--- src/rtl/exec_wb.sv ---
// rtl/exec_wb.sv - three-stage execute/write-back core (E0 issue, E1 wait, E2 retire)
// Loads read memory from E0 and pick up mem_rdata in E2; younger work behind an invalid op is squashed.
module exec_wb #(
   parameter int W = 16
) (
   input  logic         clk,
   input  logic         reset,
   input  logic         in_valid,
   input  logic [W-1:0] in_instr,
   input  logic [W-1:0] in_va,
   input  logic [W-1:0] in_vb,
   output logic         stall,
   output logic         redirect_valid,
   output logic [W-1:0] redirect_pc,
   output logic [W-2:0] mem_raddr,
   input  logic [W-1:0] mem_rdata,
   output logic         mem_wen,
   output logic [W-2:0] mem_waddr,
   output logic [W-1:0] mem_wdata,
   output logic         reg_wen,
   output logic [3:0]   reg_waddr,
   output logic [W-1:0] reg_wdata,
   output logic         out_valid,
   output logic [7:0]   out_char,
   output logic         halt
);

   localparam logic [2:0] K_SUB  = 3'd0;
   localparam logic [2:0] K_MOVL = 3'd1;
   localparam logic [2:0] K_MOVH = 3'd2;
   localparam logic [2:0] K_LD   = 3'd3;
   localparam logic [2:0] K_ST   = 3'd4;
   localparam logic [2:0] K_JMP  = 3'd5;
   localparam logic [2:0] K_BAD  = 3'd6;

   logic [3:0]   w_in_op, w_in_ra, w_in_rb, w_in_rt, w_in_srcb;
   logic [2:0]   w_in_kind;
   logic         w_use_a, w_use_b, w_accept, w_kill, w_taken;
   logic [W-1:0] w_fa, w_fb, w_e0_res, w_e2_res;
   logic         w_e0_wr, w_e1_wr, w_e2_wr, w_e1_bad, w_e2_bad, w_e2_wb;
   logic         w_hit_a, w_hit_b;

   logic         r_e0_v, r_e1_v, r_e2_v, r_halt;
   logic [2:0]   r_e0_kind, r_e1_kind, r_e2_kind;
   logic [3:0]   r_e0_rt, r_e1_rt, r_e2_rt;
   logic [1:0]   r_e0_cond;
   logic [7:0]   r_e0_imm;
   logic [W-1:0] r_e0_va, r_e0_vb, r_e1_res, r_e2_res;
   logic         r_rt_v;
   logic [3:0]   r_rt_addr;
   logic [W-1:0] r_rt_data;

   assign w_in_op = in_instr[15:12];
   assign w_in_ra = in_instr[11:8];
   assign w_in_rb = in_instr[7:4];
   assign w_in_rt = in_instr[3:0];

   always_comb begin
      w_in_kind = K_BAD;
      case (w_in_op)
         4'h0: w_in_kind = K_SUB;
         4'h8: w_in_kind = K_MOVL;
         4'h9: w_in_kind = K_MOVH;
         4'hE: if (w_in_rb < 4'd4) w_in_kind = K_JMP;
         4'hF: begin
            if (w_in_rb == 4'd0) w_in_kind = K_LD;
            else if (w_in_rb == 4'd1) w_in_kind = K_ST;
         end
         default: w_in_kind = K_BAD;
      endcase
   end

   assign w_in_srcb = (w_in_kind == K_SUB) ? w_in_rb : w_in_rt;
   assign w_use_a   = w_in_kind inside {K_SUB, K_LD, K_ST, K_JMP};
   assign w_use_b   = w_in_kind inside {K_SUB, K_MOVH, K_ST, K_JMP};

   assign w_e0_wr = r_e0_v && (r_e0_kind inside {K_SUB, K_MOVL, K_MOVH, K_LD}) && r_e0_rt != 4'd0;
   assign w_e1_wr = r_e1_v && (r_e1_kind inside {K_SUB, K_MOVL, K_MOVH, K_LD}) && r_e1_rt != 4'd0;
   assign w_e2_wr = r_e2_v && (r_e2_kind inside {K_SUB, K_MOVL, K_MOVH, K_LD}) && r_e2_rt != 4'd0;
   assign w_e1_bad = r_e1_v && r_e1_kind == K_BAD;
   assign w_e2_bad = r_e2_v && r_e2_kind == K_BAD;
   assign w_kill   = r_halt || w_e1_bad || w_e2_bad;

   always_comb begin
      w_e0_res = '0;
      case (r_e0_kind)
         K_SUB:  w_e0_res = r_e0_va - r_e0_vb;
         K_MOVL: w_e0_res = {{(W-8){r_e0_imm[7]}}, r_e0_imm};
         K_MOVH: w_e0_res = {{(W-8){1'b0}}, r_e0_vb[7:0]} | {r_e0_imm, {(W-8){1'b0}}};
         default: w_e0_res = '0;
      endcase
   end

   assign w_e2_res = (r_e2_kind == K_LD) ? mem_rdata : r_e2_res;

   // youngest producer wins; loads in E0/E1 have no value yet and are covered by stall
   assign w_fa = (w_e0_wr && r_e0_rt == w_in_ra) ? w_e0_res :
                 (w_e1_wr && r_e1_rt == w_in_ra) ? r_e1_res :
                 (w_e2_wr && r_e2_rt == w_in_ra) ? w_e2_res :
                 (r_rt_v && r_rt_addr == w_in_ra) ? r_rt_data : in_va;
   assign w_fb = (w_e0_wr && r_e0_rt == w_in_srcb) ? w_e0_res :
                 (w_e1_wr && r_e1_rt == w_in_srcb) ? r_e1_res :
                 (w_e2_wr && r_e2_rt == w_in_srcb) ? w_e2_res :
                 (r_rt_v && r_rt_addr == w_in_srcb) ? r_rt_data : in_vb;

   assign w_hit_a = (w_e0_wr && r_e0_kind == K_LD && r_e0_rt == w_in_ra) ||
                    (w_e1_wr && r_e1_kind == K_LD && r_e1_rt == w_in_ra);
   assign w_hit_b = (w_e0_wr && r_e0_kind == K_LD && r_e0_rt == w_in_srcb) ||
                    (w_e1_wr && r_e1_kind == K_LD && r_e1_rt == w_in_srcb);
   assign stall   = in_valid && ((w_use_a && w_hit_a) || (w_use_b && w_hit_b));

   always_comb begin
      case (r_e0_cond)
         2'd0:    w_taken = (r_e0_va == '0);
         2'd1:    w_taken = (r_e0_va != '0);
         2'd2:    w_taken = r_e0_va[W-1];
         default: w_taken = !r_e0_va[W-1];
      endcase
   end

   assign redirect_valid = r_e0_v && r_e0_kind == K_JMP && w_taken && !w_kill;
   assign redirect_pc    = redirect_valid ? r_e0_vb : '0;
   assign mem_raddr      = (r_e0_v && r_e0_kind == K_LD && !w_kill) ? r_e0_va[W-1:1] : '0;
   assign mem_wen        = r_e0_v && r_e0_kind == K_ST && !w_kill;
   assign mem_waddr      = mem_wen ? r_e0_va[W-1:1] : '0;
   assign mem_wdata      = mem_wen ? r_e0_vb : '0;

   assign w_e2_wb   = r_e2_v && (r_e2_kind inside {K_SUB, K_MOVL, K_MOVH, K_LD}) && !r_halt;
   assign reg_wen   = w_e2_wb && r_e2_rt != 4'd0;
   assign reg_waddr = reg_wen ? r_e2_rt : 4'd0;
   assign reg_wdata = reg_wen ? w_e2_res : '0;
   assign out_valid = w_e2_wb && r_e2_rt == 4'd0;
   assign out_char  = out_valid ? w_e2_res[7:0] : 8'd0;
   assign halt      = r_halt || w_e2_bad;

   assign w_accept = in_valid && !stall && !redirect_valid;

   always_ff @(posedge clk) begin
      if (reset) begin
         r_e0_v    <= 1'b0;
         r_e1_v    <= 1'b0;
         r_e2_v    <= 1'b0;
         r_halt    <= 1'b0;
         r_rt_v    <= 1'b0;
         r_rt_addr <= 4'd0;
         r_rt_data <= '0;
      end else begin
         r_e0_v    <= w_accept;
         r_e1_v    <= r_e0_v;
         r_e2_v    <= r_e1_v;
         r_halt    <= r_halt || w_e2_bad;
         r_rt_v    <= reg_wen;
         r_rt_addr <= reg_waddr;
         r_rt_data <= reg_wdata;
      end
   end

   always_ff @(posedge clk) begin
      r_e0_kind <= w_in_kind;
      r_e0_rt   <= w_in_rt;
      r_e0_cond <= w_in_rb[1:0];
      r_e0_imm  <= in_instr[11:4];
      r_e0_va   <= w_fa;
      r_e0_vb   <= w_fb;
      r_e1_kind <= r_e0_kind;
      r_e1_rt   <= r_e0_rt;
      r_e1_res  <= w_e0_res;
      r_e2_kind <= r_e1_kind;
      r_e2_rt   <= r_e1_rt;
      r_e2_res  <= r_e1_res;
   end

endmodule

--- config.mk ---
export PLATFORM = sky130hd
export DESIGN_NAME = exec_wb
export DESIGN_NICKNAME = d
export VERILOG_FILES = /design/src/rtl/exec_wb.sv
export SDC_FILE = /design/constraint.sdc
export NUM_CORES = 1
export LEC_CHECK = 0
export ABC_CLOCK_PERIOD_IN_PS = 4650
export BUFFER_PORTS_ARGS = -buffer_cell sky130_fd_sc_hd__buf_4
export CORE_ASPECT_RATIO = 0.5
export CORE_UTILIZATION = 55
export DETAILED_ROUTE_END_ITERATION = 16
export GPL_TIMING_DRIVEN = 0
export PLACE_DENSITY_LB_ADDON = 0.05
export SYNTH_ARGS = -nofsm -noshare
export SYNTH_HDL_FRONTEND = slang
export SYNTH_SLANG_ARGS = --single-unit
--- constraint.sdc ---
create_clock -name clk -period 4.65 [get_ports clk]
set_clock_uncertainty 0.2 [all_clocks]
set_input_delay 0.6975 -clock clk [delete_from_list [all_inputs] [get_ports clk]]
set_output_delay 0.6975 -clock clk [all_outputs]
set_load 0.1 [all_outputs]
# Word level (Yosys, flattened, before mapping)
# Index checks and enable logic that the tools add are counted.
# Widths: inputs -> output; s select.
dict set report classes {
  mux 23
  n_lt_le_gt_ge 1
  n_reduce_logical 66
  n_bitwise 1
  eq_ne 32
  add_sub_neg 1
}
# operator count
set op_table {}
lappend op_table {{$mux 16} 12}
lappend op_table {{$pmux 16 s3} 1}
lappend op_table {{$logic_and 1x1->1} 37}
lappend op_table {{$eq 4x4->1} 8}
lappend op_table {{$reduce_bool 4->1} 8}
lappend op_table {{$mux 15} 2}
lappend op_table {{$eq 3x2->1 const B} 8}
lappend op_table {{$eq 3x3->1 const B} 6}
lappend op_table {{$eq 4x4->1 const B} 4}
lappend op_table {{$logic_not 16->1} 1}
lappend op_table {{$or 8x16->16} 1}
lappend op_table {{$reduce_bool 16->1} 1}
lappend op_table {{$sub 16x16->16} 1}
lappend op_table {{$pmux 3 s5} 1}
lappend op_table {{$logic_not 3->1} 4}
lappend op_table {{$logic_not 4->1} 3}
lappend op_table {{$eq 3x1->1 const B} 3}
lappend op_table {{$mux 4} 2}
lappend op_table {{$mux 8} 1}
lappend op_table {{$logic_or 1x1->1} 6}
lappend op_table {{$logic_not 1->1} 5}
lappend op_table {{$eq 4x1->1 const B} 1}
lappend op_table {{$lt 4x3->1 const B} 1}
lappend op_table {{$mux 2} 2}
lappend op_table {{other kinds (5)} 5}
dict set report word_totals {
  register_bits 120
  elab_cells 143
  input_bits 67
  output_inout_bits 96
}

# Longest topological paths before layout
dict set report depth {
  depth_word 15
  mapped_depth 11
  mapped_depth_nobuf 11
}

# Worst setup path after synthesis
# OpenSTA, ideal clock, no wires.
dict set report synth_path {
  kind {in2out}
  from {input in_instr[15]}
  to {output stall}
  n_path_buf 2
  cell_stages 9
  required_ps 3753
  t_arrival_ps 3386
  setup_slack_ps 366
  path_cell_list {buf_6 or4_4 buf_6 mux2i_4 xnor2_1 nor4_2 a221oi_1 o21ai_1 and3_1}
}
dict set report synth_via {
  elab_chain_len 10
  word_cells_on_any_way 23
  cone_classes {eq/ne: 10; mux: 2; reduce/logical: 11}
}
# element line
set synth_lines {}
lappend synth_lines {{start: declaration} 9} ;# input logic [W-1:0] in_instr,
lappend synth_lines {{$eq 4x4->1 / $logic_not 4->1 (equally long branches)} 60} ;# case (w_in_op)
lappend synth_lines {{$pmux 3 s5 *} 60}
lappend synth_lines {{$logic_not 3->1} {73, 74, 75}}
lappend synth_lines {{$mux 4} 73} ;# assign w_in_srcb = (w_in_kind == K_SUB) ? w_in_rb : w_in_rt;
lappend synth_lines {{$eq 4x4->1 (on tied branches)} {108, 109}}
lappend synth_lines {{$logic_and 1x1->1 (on tied branches)} {108, 109}}
lappend synth_lines {{$logic_or 1x1->1} 108} ;# assign w_hit_b = (w_e0_wr && r_e0_kind == K_LD && r_e0_rt == w_in_srcb) ||
lappend synth_lines {{$logic_and 1x1->1} 110} ;# assign stall = in_valid && ((w_use_a && w_hit_a) || (w_use_b && w_hit_b));
lappend synth_lines {{$logic_or 1x1->1 *} 110}
lappend synth_lines {{$logic_and 1x1->1 *} 110}
lappend synth_lines {{end: declaration} 12} ;# output logic stall,
# Every way passes the cells marked *; elsewhere a longest branch is shown, timed or not.

# Worst setup path after layout
dict set report layout_path {
  from {register r_e0_va[15]}
  to {output redirect_pc[8]}
}
dict set report layout_via {
  elab_chain_len 5
  word_cells_on_any_way 7
  cone_classes {mux: 2; reduce/logical: 5}
}
# element line
set layout_lines {}
lappend layout_lines {{start: declaration} 48} ;# logic [W-1:0] r_e0_va, r_e0_vb, r_e1_res, r_e2_res;
lappend layout_lines {{start signal: assignment} 163} ;# r_e0_va <= w_fa;
lappend layout_lines {{$reduce_bool 16->1, or another cell as far along} 115} ;# 2'd1: w_taken = (r_e0_va != '0);
lappend layout_lines {{$pmux 1 s3 *} 113} ;# case (r_e0_cond)
lappend layout_lines {{$logic_and 1x1->1 * (2 in a row)} 121} ;# assign redirect_valid = r_e0_v && r_e0_kind == K_JMP && w_taken && !w_kill;
lappend layout_lines {{$mux 16 *} 122} ;# assign redirect_pc = redirect_valid ? r_e0_vb : '0;
lappend layout_lines {{end: declaration} 14} ;# output logic [W-1:0] redirect_pc,
# Marked as above.

==> impl_results.md <==
- Status: complete, no violations
- Number of library cell types mapped by synthesis: 64
- Min setup slack post-route: 195 ps
- Area of the die: 12,400 µm²
- Maximum number of pins on one net before global-route repair: 17
- Antenna violations before repair: 0
- Busiest metal layer after global routing: met2
- Congestion Overflow GR: 0
- Top cell type by total area after synthesis: sky130_fd_sc_hd__dfxtp_1
- HPWL after DPL: 16.7 mm
- Maximum level of the CTS H-tree: 4
- Maximum clock frequency: 224 MHz
- I/O pin total: 163
- Leak Pwr: 3.96 nW
- Crit end category: primary output
- Worst slack, placed: -9.16 ps
- Global Route met2 Usage: 0.537
- Startpoint-to-endpoint class of the critical path: register to primary output
- Clock transition at the registers of the reported paths: 60 ps
- Latest clock arrival within the worst-skew pair: 420 ps
- Maximum fanout along the worst path: 10
- Ranking of synthesized cells by instance count: sky130_fd_sc_hd__dfxtp_1, sky130_fd_sc_hd__and2_1, sky130_fd_sc_hd__nor2_1, sky130_fd_sc_hd__mux2i_1, sky130_fd_sc_hd__inv_1
- Max VDD drop: 0.269 mV
- Floorplan die height: 79.3 µm
- Worst reg2reg setup slack: 1070 ps
- Cell area after placement: 7980 µm²
- Final-stage net count: 1,022
- Drt via density: 5.86
- Power per standard cell area: 324 nW/µm²
- Growth of design area from synthesis to finish: 30.8%
- Clock buffers created by TritonCTS: 17
- Number of cells traversed by the worst register-to-register path: 10
- Worst reg2reg path endpoint: r_e0_vb[12]$_DFF_P_
- Number of nets with antenna violations after detailed routing: 0
- Row count: 27
- Clk sink count: 118
- Global placement routability congestion: 0.981
- Number of vias after detailed routing: 6,505
- Post-synthesis area per instance: 8.66 µm²
- Slew at the pin closest to its max-slew limit: 1130 ps
- Sequential element share of the synthesized area: 0.359
- Register bit count reported by yosys: 118
- Sequential share of power: 0.397
- Dominant cell by count in the synthesized netlist: sky130_fd_sc_hd__dfxtp_1
- Dominant register cell in the synthesized netlist: sky130_fd_sc_hd__dfxtp_1
- DRC violation count after routing: 0
- Classification of the worst-slack hold path: register to register
- Combined global-route utilization of all metal layers: 0.347
- EDFF count, synth: 0
- Cell Int Power: 0.00201 W
- TNS Setup: 0 ps
- First-pass GRT wire length: 32.2 mm
- Hold depth: 0
- Startpoint of the worst hold path: r_e1_res[2]$_DFF_P_
- Cell at the root of the clock tree: sky130_fd_sc_hd__clkbuf_16
- Part of the total power dissipated in the clock network: 0.475
- Signal arrival time at the worst endpoint: 3560 ps
- Standard cell core area: 11,300 µm²
- DRT Pass-1 Iters: 5
- Post-layout instance area: 8600 µm²
- Element type at the critical path start: register
- Cell area after synthesis: 6580 µm²
- Power share of the combinational group: 0.128
- Vias in the first global route: 5,944
- Met1 demand-to-capacity share in global routing: 0.472
- Number of filler cells placed in the layout: 820
- TritonCTS clock tree: built
- Number of diodes added for antenna fixing: 0
- Width of the die: 157 µm
- Number of synthesis warnings: 0
- Synthesized net count: 842
- Number of buffers inserted by port buffering: 161
- Starting Density: 0.581
- Post-synth ARST share: 0
- Gate count of the mapped netlist: 759
- Setup repair after global routing missed its margin: false
- Worst Hold Path EP: r_e2_res[2]$_DFF_P_
- Min cycle time layout: 4450 ps
- Share of the synthesized area in the top cell type: 0.359
- Number of DRC markers after the initial detailed-route iteration: 549
- Switching part of the total power: 0.280
- Net switching power figure: 0.000779 W
- Number of setup violations in the final report: 0
- Headroom to the max-slew limit: 0.238
- Max Transition Viols Final: 0
- Fraction of the cycle the final worst path needs: 0.958
- Top cells by area, synth: sky130_fd_sc_hd__dfxtp_1, sky130_fd_sc_hd__mux2i_1, sky130_fd_sc_hd__and2_1
- Data required time at the worst endpoint: 3750 ps
- Wire length per cell after detailed routing: 19.4 µm
- Share of cells above drive strength 1: 0.250
- Routed Wire Length: 21.5 mm
- Longest Clk Path Bufs: 2
- Final hold vios: 0
- Startpoint of the worst-slack reg-to-reg timing path: r_e0_vb[0]$_DFF_P_
- Met3 layer usage reported by global route: 0.0912
- Max Cap Violations: 0
how the worst max path moves through the flow:
stage,startpoint,endpoint,cells after the start,slack [ps]
6_report,r_e0_va[15]$_DFF_P_,redirect_pc[8],9,200
3_5_place_dp,in_instr[14],stall,10,-9
2_1_floorplan,in_instr[15],stall,9,370
5_1_grt,in_instr[14],stall,9,90
4_1_cts,r_e0_va[15]$_DFF_P_,redirect_pc[8],9,130
3_3_place_gp,in_instr[14],stall,10,110
kinds of logic after synthesis:
family | after synthesis | synth area share
AO/OA/AOI/OAI | 151 | 0.149
XOR/XNOR | 33 | 0.0440
adder cells (fa/ha/maj) | 16 | 0.0316
buffers and inverters | 87 | 0.0561
flip-flops | 118 | 0.359
multiplexers | 86 | 0.139
AND/OR/NAND/NOR | 268 | 0.221
critical path, cell delays in order, from the launching register on:
cell and delay [ps]:
sky130_fd_sc_hd__dfxtp_1 370, sky130_fd_sc_hd__nor4_2 430, sky130_fd_sc_hd__nand4_1 210, sky130_fd_sc_hd__nor4_1 550
sky130_fd_sc_hd__a21oi_1 140, sky130_fd_sc_hd__xor2_1 200, sky130_fd_sc_hd__nor2_2 350, sky130_fd_sc_hd__clkbuf_1 390
sky130_fd_sc_hd__and2_1 200, sky130_fd_sc_hd__buf_4 290
area by class of cell:
class                           count  area (µm²)  share of cell area
Buffer                             41         196              0.0228
Clock buffer                       17         425              0.0495
Clock inverter                     15         166              0.0194
Inverter                           46         173              0.0201
Multi-Input combinational cell    554        3870               0.450
Sequential cell                   118        2360               0.275
Tap cell                          159         199              0.0231
Timing Repair Buffer              161        1210               0.141
sequential cells by signal, summed over array words and instances (netlist names):
| register | flops |
|---|---|
| r_e0_imm | 8 |
| r_e0_kind | 3 |
| r_e0_rt | 4 |
| r_e0_v | 1 |
| r_e0_va | 16 |
| r_e0_vb | 16 |
| r_e1_kind | 3 |
| r_e1_res | 16 |
| r_e1_rt | 4 |
| r_e1_v | 1 |
| r_e2_kind | 3 |
| r_e2_res | 16 |
| r_e2_rt | 4 |
| r_e2_v | 1 |
| r_halt | 1 |
| r_rt_addr | 4 |
| r_rt_data | 16 |
| r_rt_v | 1 |
per-layer routing:
layer,up-vias,part of all wire
li1,3038,-
met1,3119,0.45
met2,321,0.44
met3,27,0.099
met4,0,0.011
met5,-,0
per-stage QoR:
stage | hold slack [ps] | power (W) | util | std cells
after floorplan | 129 | 0.00133 | - | 759
after global placement | 154 | 0.00146 | 0.705 | 1079
after detailed placement | 157 | 0.00147 | 0.705 | 1079
after CTS | 163 | 0.00277 | 0.759 | 1111
after global routing | 168 | 0.00286 | 0.760 | 1111
final | 161 | 0.00279 | 0.760 | 1111
power by group through the flow:
stage	Clock [W]	Sequential, W	Combinational (W)
after floorplan	0	0.00110	0.000227
after global placement	0	0.00112	0.000338
after detailed placement	0	0.00112	0.000341
after CTS	0.00132	0.00110	0.000347
after global routing	0.00137	0.00111	0.000382
final	0.00132	0.00111	0.000356
what timing repair did:
item / in CTS / in global routing
gates resized for setup: 1 / 3
setup buffers: 0 / 0
hold buffers: 0 / 0
endpoints found under the setup margin: 1 / 11
cell usage in the layout, fill, tap and decap left out, types with 5 or more instances in the layout:
cell,synthesis,layout
sky130_fd_sc_hd__and2_1,76,76
sky130_fd_sc_hd__dfxtp_1,118,118
sky130_fd_sc_hd__a221oi_1,5,5
sky130_fd_sc_hd__clkbuf_16,0,17
sky130_fd_sc_hd__mux2i_1,62,62
sky130_fd_sc_hd__mux2_2,21,21
sky130_fd_sc_hd__buf_4,2,163
sky130_fd_sc_hd__o21ai_0,32,32
sky130_fd_sc_hd__nor3_1,11,11
sky130_fd_sc_hd__nor2b_1,14,14
sky130_fd_sc_hd__clkbuf_1,29,29
sky130_fd_sc_hd__nand2_1,39,39
sky130_fd_sc_hd__nor2_1,67,66
sky130_fd_sc_hd__a22oi_1,10,10
sky130_fd_sc_hd__xnor2_1,14,14
sky130_fd_sc_hd__nor4_1,11,9
sky130_fd_sc_hd__a31oi_1,10,10
sky130_fd_sc_hd__a21oi_1,36,36
sky130_fd_sc_hd__a221o_1,5,5
sky130_fd_sc_hd__a211oi_1,11,11
sky130_fd_sc_hd__o221ai_1,5,5
sky130_fd_sc_hd__nand3_1,7,7
sky130_fd_sc_hd__inv_1,46,46
sky130_fd_sc_hd__inv_6,0,7
sky130_fd_sc_hd__o21ai_1,7,7
sky130_fd_sc_hd__ha_1,15,15
sky130_fd_sc_hd__nand4_1,9,9
sky130_fd_sc_hd__xor2_1,19,19
Note: power is estimated with default switching activity, not from simulation.
